### config.mk
export PLATFORM = sky130hd
export DESIGN_NAME = serial_adder
export DESIGN_NICKNAME = d
export VERILOG_FILES = /design/src/rtl/serial_adder.sv
export SDC_FILE = /design/constraint.sdc
export NUM_CORES = 1
export LEC_CHECK = 0
export CORE_MARGIN = 5
export CORE_UTILIZATION = 25
export DETAILED_ROUTE_END_ITERATION = 10
export GPL_ROUTABILITY_DRIVEN = 1
export HOLD_SLACK_MARGIN = 0.1
export PLACE_DENSITY = 0.54
export SKIP_LAST_GASP = 1
export SYNTH_ARGS = -nofsm -noshare
export SYNTH_HDL_FRONTEND = slang
export SYNTH_SLANG_ARGS = --single-unit
export TNS_END_PERCENT = 20
### constraint.sdc
create_clock -name clk -period 1.8 [get_ports clk]
set_input_delay 0.18 -clock clk [delete_from_list [all_inputs] [get_ports clk]]
set_output_delay 0.18 -clock clk [all_outputs]
set_load 0.02 [all_outputs]
### src/rtl/serial_adder.sv
// serial_adder: bit-serial WIDTH-bit adder around one full-adder slice.
// Define SERIAL_ADDER_OVF_EN to add the registered signed-overflow output ovf.
module serial_adder #(
    parameter int WIDTH = 8
) (
    input  logic             clk,
    input  logic             rst_n,
    input  logic             start,
    input  logic [WIDTH-1:0] a,
    input  logic [WIDTH-1:0] b,
    input  logic             c_in,
    output logic             busy,
    output logic             done,
    output logic [WIDTH-1:0] sum,
    output logic             c_out
`ifdef SERIAL_ADDER_OVF_EN
    ,
    output logic             ovf
`endif
);

    localparam int CW = $clog2(WIDTH);
    localparam logic [CW-1:0] LAST = CW'(WIDTH - 1);

    typedef enum logic [1:0] {
        IDLE,
        RUN,
        DONE
    } state_t;

    state_t           state;
    state_t           state_n;
    logic             load;
    logic             last;
    logic [WIDTH-1:0] a_sr;
    logic [WIDTH-1:0] b_sr;
    logic [WIDTH-2:0] sum_sr;
    logic [WIDTH-1:0] sum_nxt;
    logic [CW-1:0]    cnt;
    logic             carry;
    logic             fa_s;
    logic             fa_c;

    // The one-bit full-adder slice.
    assign {fa_c, fa_s} = {1'b0, a_sr[0]} + {1'b0, b_sr[0]} + {1'b0, carry};
    assign sum_nxt      = {fa_s, sum_sr};

    assign busy = (state != IDLE);
    assign done = (state == DONE);

    always_ff @(posedge clk or negedge rst_n) begin
        if (!rst_n) begin
            state <= IDLE;
        end else begin
            state <= state_n;
        end
    end

    always_comb begin
        state_n = state;
        load    = 1'b0;
        last    = 1'b0;
        unique case (state)
            IDLE: begin
                if (start) begin
                    load    = 1'b1;
                    state_n = RUN;
                end
            end
            RUN: begin
                if (cnt == LAST) begin
                    last    = 1'b1;
                    state_n = DONE;
                end
            end
            DONE:    state_n = IDLE;
            default: state_n = IDLE;
        endcase
    end

    always_ff @(posedge clk or negedge rst_n) begin
        if (!rst_n) begin
            a_sr   <= '0;
            b_sr   <= '0;
            sum_sr <= '0;
            cnt    <= '0;
            carry  <= 1'b0;
            sum    <= '0;
            c_out  <= 1'b0;
`ifdef SERIAL_ADDER_OVF_EN
            ovf    <= 1'b0;
`endif
        end else if (load) begin
            a_sr  <= a;
            b_sr  <= b;
            carry <= c_in;
            cnt   <= '0;
        end else if (state == RUN) begin
            a_sr   <= {1'b0, a_sr[WIDTH-1:1]};
            b_sr   <= {1'b0, b_sr[WIDTH-1:1]};
            sum_sr <= sum_nxt[WIDTH-1:1];
            carry  <= fa_c;
            cnt    <= cnt + 1'b1;
            // Outputs only move on the final bit, never showing partials.
            if (last) begin
                sum   <= sum_nxt;
                c_out <= fa_c;
`ifdef SERIAL_ADDER_OVF_EN
                ovf   <= carry ^ fa_c;
`endif
            end
        end
    end

endmodule

; After elaboration in Yosys (flattened, before gate mapping)
; Index checks and enable logic that the tools add are counted.
[classes]
add_sub_neg = 3
n_eq_ne = 5
muxes = 15
bitwise = 1
n_reduce_logical = 6
[op_table]
columns = op, n
row1 = $mux W8, 4
row2 = $mux W1, 6
row3 = $mux W3, 2
row4 = $mux W2, 2
row5 = $ne A2 B2 Y1 const B, 2
row6 = $pmux W2 S2, 1
row7 = $reduce_and A2 Y1, 2
row8 = $reduce_bool A2 Y1, 2
row9 = $add A3 B1 Y3 const B, 1
row10 = $eq A3 B3 Y1 const B, 1
row11 = $reduce_and A3 Y1, 1
row12 = $add A1 B1 Y2, 1
row13 = $add A2 B1 Y2, 1
row14 = $eq A2 B1 Y1 const B, 1
row15 = $eq A2 B2 Y1 const B, 1
row16 = $logic_not A2 Y1, 1
row17 = $not A1 Y1, 1
[word_totals]
ff_bits = 38
in_bits = 20
output_inout_bits = 11
word_cells = 38

; Longest topological paths before layout
; Gate-level depths: netlist of run 1.
[depth]
depth_word = 4
ltp_mapped = 5
depth_no_buf = 4

; Least setup slack after synthesis of run 1
; Ideal clock, no wire load.
[synth_path]
path_kind = flip-flop to flip-flop
startpoint = reg cnt[0]
endpoint = reg c_out
setup_ns = 0.125
arrival_ns = 1.346
t_required_ns = 1.675
path_slack_ns = 0.329
path_stages_with_launch = 6
n_path_buf = 1
period_less_slack_ns = 1.471
cell_sequence = dfrtp_1 ha_1 ha_1 nand3b_1 buf_2 mux2_2
[synth_via]
elab_chain_len = 4
[synth_rtl]
columns = item, line
row1 = "start, declared", 39  ; logic [CW-1:0] cnt;
row2 = "start signal, assigned", 103  ; cnt <= cnt + 1'b1;
row3 = $eq A3 B3 Y1, 71  ; if (cnt == LAST) begin
row4 = $mux W1, 71
row5 = $mux W1, 63  ; unique case (state)
row6 = $reduce_and A3 Y1 (no source line), -
row7 = "end signal, assigned", 89  ; c_out <= 1'b0;
row8 = "end signal, assigned", 107  ; c_out <= fa_c;
row9 = "end, declared", 15  ; output logic c_out
; No other way between the ends.
; A chain may end at the register's enable or synchronous reset.

; Worst setup path in the final report of run 1
[layout_path]
startpoint = reg state[1]
endpoint = out done
[layout_via]
elab_chain_len = 1
[layout_rtl]
columns = item, line
row1 = "start, declared", 31  ; state_t state;
row2 = "start signal, assigned", 55  ; state <= state_n;
row3 = $eq A2 B2 Y1, 49  ; assign done = (state == DONE);
row4 = "end, declared", 13  ; output logic done,
; No other way between the ends.

==> flow_summary.ini, run 1 <==
[timing]
timing.final.ws_setup_ps = 128
actual_slew_at_the_worst_max_slew_pin_ps = 493
report.final.setup_viol = 0
max_freq_ghz = 0.598
final.period_utilization_pct = 92.9
rsz_0062_raised_after_global_routing = false
drv_slew = 0
setup-tns-final_ps = 0
finalWorstPathRequiredPeriod_ps = 1670
slew_headroom_pct = 67.2
hold_violations = 0
clock-skew-final_ps = 8.34

[synth]
synth-seq-cells = 38
synth.top_cells.by_area = sky130_fd_sc_hd__dfrtp_1 (54%), sky130_fd_sc_hd__mux2_2 (10%), sky130_fd_sc_hd__o221a_2 (4.5%), sky130_fd_sc_hd__nor4b_1 (4.0%), sky130_fd_sc_hd__or4b_1 (3.4%)
synth-simple-area-share_pct = 15.2
synth_compound_gate_area_share_pct = 11.6
synth.most_common_cell = sky130_fd_sc_hd__dfrtp_1
synth_mux_area_share_pct = 10.9
yosysWarnings = 0
synth_edf_count = 0
synthDistinctLibCells = 27
netlist.area_leader.share_pct = 54.4
async_flop_share_pct = 100
syn-num-nets = 155
synth_sequential_area_ratio_pct = 54.4
area_share_of_fa_ha_maj_cells_after_synthesis_pct = 2.58
post_synth_top_cells = sky130_fd_sc_hd__dfrtp_1 (38), sky130_fd_sc_hd__mux2_2 (16), sky130_fd_sc_hd__inv_1 (9)
synth.cell_area_um2 = 1750
synth_largest_area_cell = sky130_fd_sc_hd__dfrtp_1
netlist_instances = 132
synthFlopType = sky130_fd_sc_hd__dfrtp_1
largest_family_of_logic_cells_by_synthesized_area = simple AND/OR/NAND/NOR gates
synth-xor-area-share_pct = 0
syn_area_per_cell_um2 = 13.2

[clock_network]
clock_path_buffers = 2
h-tree-depth = 2
cts_buffers = 5
cts_root_buf = sky130_fd_sc_hd__clkbuf_8
tritoncts_num_sinks = 38
post_cts_buffers = 0
clk-insertion-delay-late_ps = 290
tritoncts_clock_tree = built
cts.reportedPaths.clkPinSlew_ps = 70

[setup_path]
worstPathRequired_ps = 1620
regToRegStartpoint = cnt[0]$_DFFE_PN0P_
cp-start-kind = register
regToRegEndpoint = sum[0]$_DFFE_PN0P_
critPathKind = reg -> out
cp_max_fo = 6
timing.critical_path.arrival_ps = 1490
critPathCaptureType = primary output
reg2reg_depth = 5
cp-startpoint = state[1]$_DFFE_PN0P_
setup_slack_of_the_worst_register_to_register_path_ps = 260

[pwr]
p_sw_share_pct = 31.9
peakVddDrop_uv = 625
power.internal_w = 0.00260
seq_power_share_pct = 39.3
comb_power_share_pct = 41.4
p_leak_nw = 0.972
cellPowerDensity_nw_per_um2 = 1650
p_clk_share_pct = 19.3
design_power_total_w = 0.00382
netsw_w = 0.00122

[routing]
finalWirelength_um = 3720
vias = 1190
remaining_drc_errors = 0
first_iter_violations = 23
firstDrtPassIters = 4
post_drt_via_cell_ratio = 4.46
residual_antenna_violating_net_count_after_detailed_routing = 0
wl_per_cell_um = 13.9

[place]
placed_cell_area_um2 = 2190
quantity_of_i_o_buffers_inserted_on_ports = 30
hpwlAfterDp_um = 2620
gpl.final_weighted_congestion = 0.689
post-place-ws_ps = 209

[run]
cap_violations = 0

[finish]
number_of_antenna_diodes = 0
area_delta_synth_final_pct = 32.6
final_design_area_no_fill_um2 = 2320
nets = 194
layout-drive-gt1-share_pct = 28.1
final.fill_count = 692

[global_routing]
grt_antenna_before_repair = 0
grt_max_degree = 39
grt_pass1_wl_um = 6580
globalRoute.totalOverflow = 0
grt.total_usage_pct = 9.70
first_global_vias = 1278

[min_path]
hold_path_class = in -> async

[floorplan]
core-area_um2 = 6790
chipHeight_um = 93.6
placement_rows = 30
floorplan.initialDensity_pct = 25.7
pin_count = 31
design.die.area_um2 = 8760
die_w_um = 93.6

[run_status]
outcome = completed
state kept, by name, summed over array words and instances, names as in the netlist:
name    count
a_sr        8
b_sr        8
c_out       1
carry       1
cnt         3
state       2
sum         8
sum_sr      7
worst max-delay path: stages (launching register included):
cell and delay [ps]:
sky130_fd_sc_hd__dfrtp_2 430, sky130_fd_sc_hd__nor2b_1 160, sky130_fd_sc_hd__clkdlybuf4s50_1 620
power groups by stage:
stage	sequential (W)	clock [W]	combinational (W)
3_3_place_gp	0.00152	0	0.00158
4_1_cts	0.00151	0.000765	0.00161
3_5_place_dp	0.00152	0	0.00163
5_1_grt	0.00157	0.000802	0.00176
2_1_floorplan	0.00159	0	0.000962
6_report	0.00150	0.000738	0.00158
metal layers:
metal / global-route usage (%) / vias to the layer above / part of all wire (%)
met4: 2.89 / 0 / 0.91
met5: 0 / - / 0
met2: 14.7 / 24 / 47
li1: - / 569 / -
met1: 13.2 / 593 / 49
met3: 3.06 / 4 / 3.6
repair_timing:
item,CTS,global route
hold endpoints to repair,38,0
hold buffers,1,0
setup endpoints to repair,1,1
gates resized for setup,1,1
gates cloned,0,0
layout by cell type (no fill, tap or decap), drive strengths merged, types with 2 or more instances in the layout:
cell type      Yosys  final
dfrtp             38     38
clkdlybuf4s50      0     28
mux2              16     16
buf                8     13
inv                9      9
nor4b              8      8
nor3b              8      8
o221a              7      7
or4b               7      7
a211oi             6      6
clkbuf             3      6
nand2b             3      3
nor2b              2      2
nor4bb             2      2
a211o              2      2
a22o               2      2
a221oi             2      2
ha                 2      2
worst max path at each step:
stage | endpoint | slack [ps]
floorplan | c_out$_DFFE_PN0P_ | 330
global placement | carry$_DFFE_PN0P_ | 220
detailed placement | b_sr[6]$_DFFE_PN0P_ | 210
CTS | done | 30
global route | done | 20
finish | done | 130
cell families (layout without fill, tap and decap cells):
kind of cell,Yosys count,after routing
multiplexers,17,17
buffers and inverters,20,59
adder cells (fa/ha/maj),3,3
AND/OR/NAND/NOR,32,32
AO/OA/AOI/OAI,22,22
flip-flops,38,38
cell type report:
cell class / count / area (µm²) / area share, %
flip-flops and latches: 38 / 952 / 41.1
multi-input cells: 74 / 703 / 30.4
repair buffers: 43 / 394 / 17.0
well taps: 96 / 120 / 5.19
clock buffers: 6 / 82.6 / 3.57
inverters: 9 / 33.8 / 1.46
clock inverters: 1 / 30.0 / 1.30
through the flow:
stage | util [%] | hold slack (ps) | instances
floorplan | - | -116 | 132
global placement | 32.3 | 264 | 259
detailed placement | 32.3 | 272 | 259
CTS | 34.1 | 488 | 267
global route | 34.1 | 516 | 267
finish | 34.1 | 481 | 267
(Power assumes the default switching activity.)
==> run 2: changes to the inputs <==
CELL_PAD_IN_SITES_DETAIL_PLACEMENT = 1   (was unset)
CELL_PAD_IN_SITES_GLOBAL_PLACEMENT = 1   (was unset)
PLACE_DENSITY = 0.62   (was 0.54)
==> run 2 against run 1 <==
Against the previous run: combinational power about the same; fmax increased by 6.2%; design area decreased by 0.86%; critical path depth increased by 3; sequential power about the same; register-to-register slack got worse by 30 ps; final cell count decreased by 0.37%; largest power group unchanged; clock-buffer cell count increased by 1; critical endpoint is now sum[6]$_DFFE_PN0P_; die area unchanged.
==> flow_summary.ini, run 2 (synthesis gave the netlist of run 1 again) <==
[timing]
hold_violations = 0
drv_slew = 0
clock-skew-final_ps = 6.28
max_freq_ghz = 0.635
actual_slew_at_the_worst_max_slew_pin_ps = 479
final.period_utilization_pct = 87.5
report.final.setup_viol = 0
finalWorstPathRequiredPeriod_ps = 1570
rsz_0062_raised_after_global_routing = false
setup-tns-final_ps = 0
slew_headroom_pct = 68.1
holdWs_ps = 333

[pwr]
comb_power_share_pct = 43.1
p_sw_share_pct = 33.3
seq_power_share_pct = 40.6
p_clk_share_pct = 16.3
power.internal_w = 0.00247
peakVddDrop_uv = 332
p_leak_nw = 0.980
netsw_w = 0.00124
cellPowerDensity_nw_per_um2 = 1610

[clock_network]
h-tree-depth = 2
tritoncts_num_sinks = 38
clock_path_buffers = 2
cts_root_buf = sky130_fd_sc_hd__clkbuf_8
clk-insertion-delay-late_ps = 290
post_cts_buffers = 0
cts_buffers = 5
tritoncts_clock_tree = built
cts.reportedPaths.clkPinSlew_ps = 80

[routing]
firstDrtPassIters = 4
finalWirelength_um = 3820
post_drt_via_cell_ratio = 4.54
vias = 1208
first_iter_violations = 42
remaining_drc_errors = 0
residual_antenna_violating_net_count_after_detailed_routing = 0
wl_per_cell_um = 14.4

[place]
hpwlAfterDp_um = 2750
quantity_of_i_o_buffers_inserted_on_ports = 30
placed_cells_incl_taps = 258
gpl.final_weighted_congestion = 0.712

[global_routing]
first_global_vias = 1297
grt_max_degree = 39
grt.total_usage_pct = 9.74
grt_antenna_before_repair = 0
globalRoute.totalOverflow = 0
grt_pass1_wl_um = 6580

[floorplan]
core-area_um2 = 6790
die_w_um = 93.6
placement_rows = 30
chipHeight_um = 93.6
pin_count = 31
floorplan.initialDensity_pct = 25.7
design.die.area_um2 = 8760

[setup_path]
cp_max_fo = 9
cp-start-kind = register
timing.critical_path.arrival_ps = 1750
worst_path_max_delay_cell = sky130_fd_sc_hd__dfrtp_1
worst_path_most_repeated_cell = sky130_fd_sc_hd__ha_1
family_with_the_most_delay_on_the_worst_path = flip-flops
cp-startpoint = cnt[0]$_DFFE_PN0P_
critPathBufInv = 1
cp_slowest_stage_delay_ps = 400
reg2reg_depth = 5
critPathCaptureType = register
worstPathRequired_ps = 1980
cp_cell_instances = ha_1 > ha_1 > nand3b_1 > buf_4 > mux2_2
regToRegEndpoint = sum[6]$_DFFE_PN0P_
regToRegStartpoint = cnt[0]$_DFFE_PN0P_
setup_slack_of_the_worst_register_to_register_path_ps = 230
critPathKind = reg -> reg

[finish]
layout.cells.most_common = sky130_fd_sc_hd__dfrtp_1
area_delta_synth_final_pct = 31.4
nets = 192
final_cells = 266
layout-drive-gt1-share_pct = 26.5
final.fill_count = 726
layout_top_registers = a_sr (8), b_sr (8), sum (8)
number_of_antenna_diodes = 0
mostFrequentLayoutCells = sky130_fd_sc_hd__dfrtp_1 (38), sky130_fd_sc_hd__clkdlybuf4s50_1 (28), sky130_fd_sc_hd__mux2_2 (16), sky130_fd_sc_hd__buf_4 (10), sky130_fd_sc_hd__inv_1 (9)

[min_path]
hold_path_class = in -> async

[run_status]
outcome = completed

[run]
cap_violations = 0
==> run 2: how the worst max path moves through the flow <==
stage,to,slack [ps],cells after the start
final,sum[6]$_DFFE_PN0P_,230,5
after global routing,sum[1]$_DFFE_PN0P_,160,5
after CTS,done,10,2
after detailed placement,carry$_DFFE_PN0P_,210,4
after global placement,carry$_DFFE_PN0P_,220,4
after floorplan,c_out$_DFFE_PN0P_,330,5
==> run 2: worst reg2reg max path, delay by kind of cell (launching register included) <==
kind / cells / cell delay, ps
flops: 1 / 400
simple gates: 1 / 120
mux: 1 / 350
buf+inv: 1 / 200
fa+ha+maj: 2 / 390
==> run 2: repair_timing <==
item                                    CTS  global route
pin swaps                                 0             0
endpoints found under the setup margin    1             1
resized for setup                         1             1
hold buffers                              0             0
==> run 2: layer usage <==
metal / vias to the layer above / routed length, µm / track usage [%]
li1: 570 / - / -
met1: 606 / 1710 / 12.1
met2: 27 / 1870 / 15.6
met3: 5 / 181 / 3.30
met4: 0 / 53 / 3.61
met5: - / 0 / 0
==> run 2: cell type report <==
type | count | area [µm²] | area share (%)
inverters | 9 | 33.8 | 1.47
well taps | 96 | 120 | 5.23
clock inverters | 1 | 5.00 | 0.218
repair buffers | 41 | 397 | 17.3
clock buffers | 7 | 86.3 | 3.76
flip-flops and latches | 38 | 951 | 41.4
multi-input cells | 74 | 703 | 30.6
==> run 2: power by group through the flow <==
stage                     Sequential, W  Clock, W  Combinational (W)
after floorplan                 0.00159         0           0.000962
after global placement          0.00151         0            0.00159
after detailed placement        0.00153         0            0.00164
after CTS                       0.00152  0.000625            0.00164
after global routing            0.00156  0.000677            0.00176
final                           0.00151  0.000604            0.00160
==> run 2: per-stage QoR <==
step | worst slack, ps | area [µm²] | utilization [%] | power [W]
after CTS | 13.1 | 2290 | 33.8 | 0.00378
after detailed placement | 206 | 2200 | 32.4 | 0.00317
after global placement | 221 | 2200 | 32.4 | 0.00309
after global routing | 157 | 2300 | 33.8 | 0.00400
after floorplan | 329 | 1750 | - | 0.00255
final | 226 | 2300 | 33.8 | 0.00371
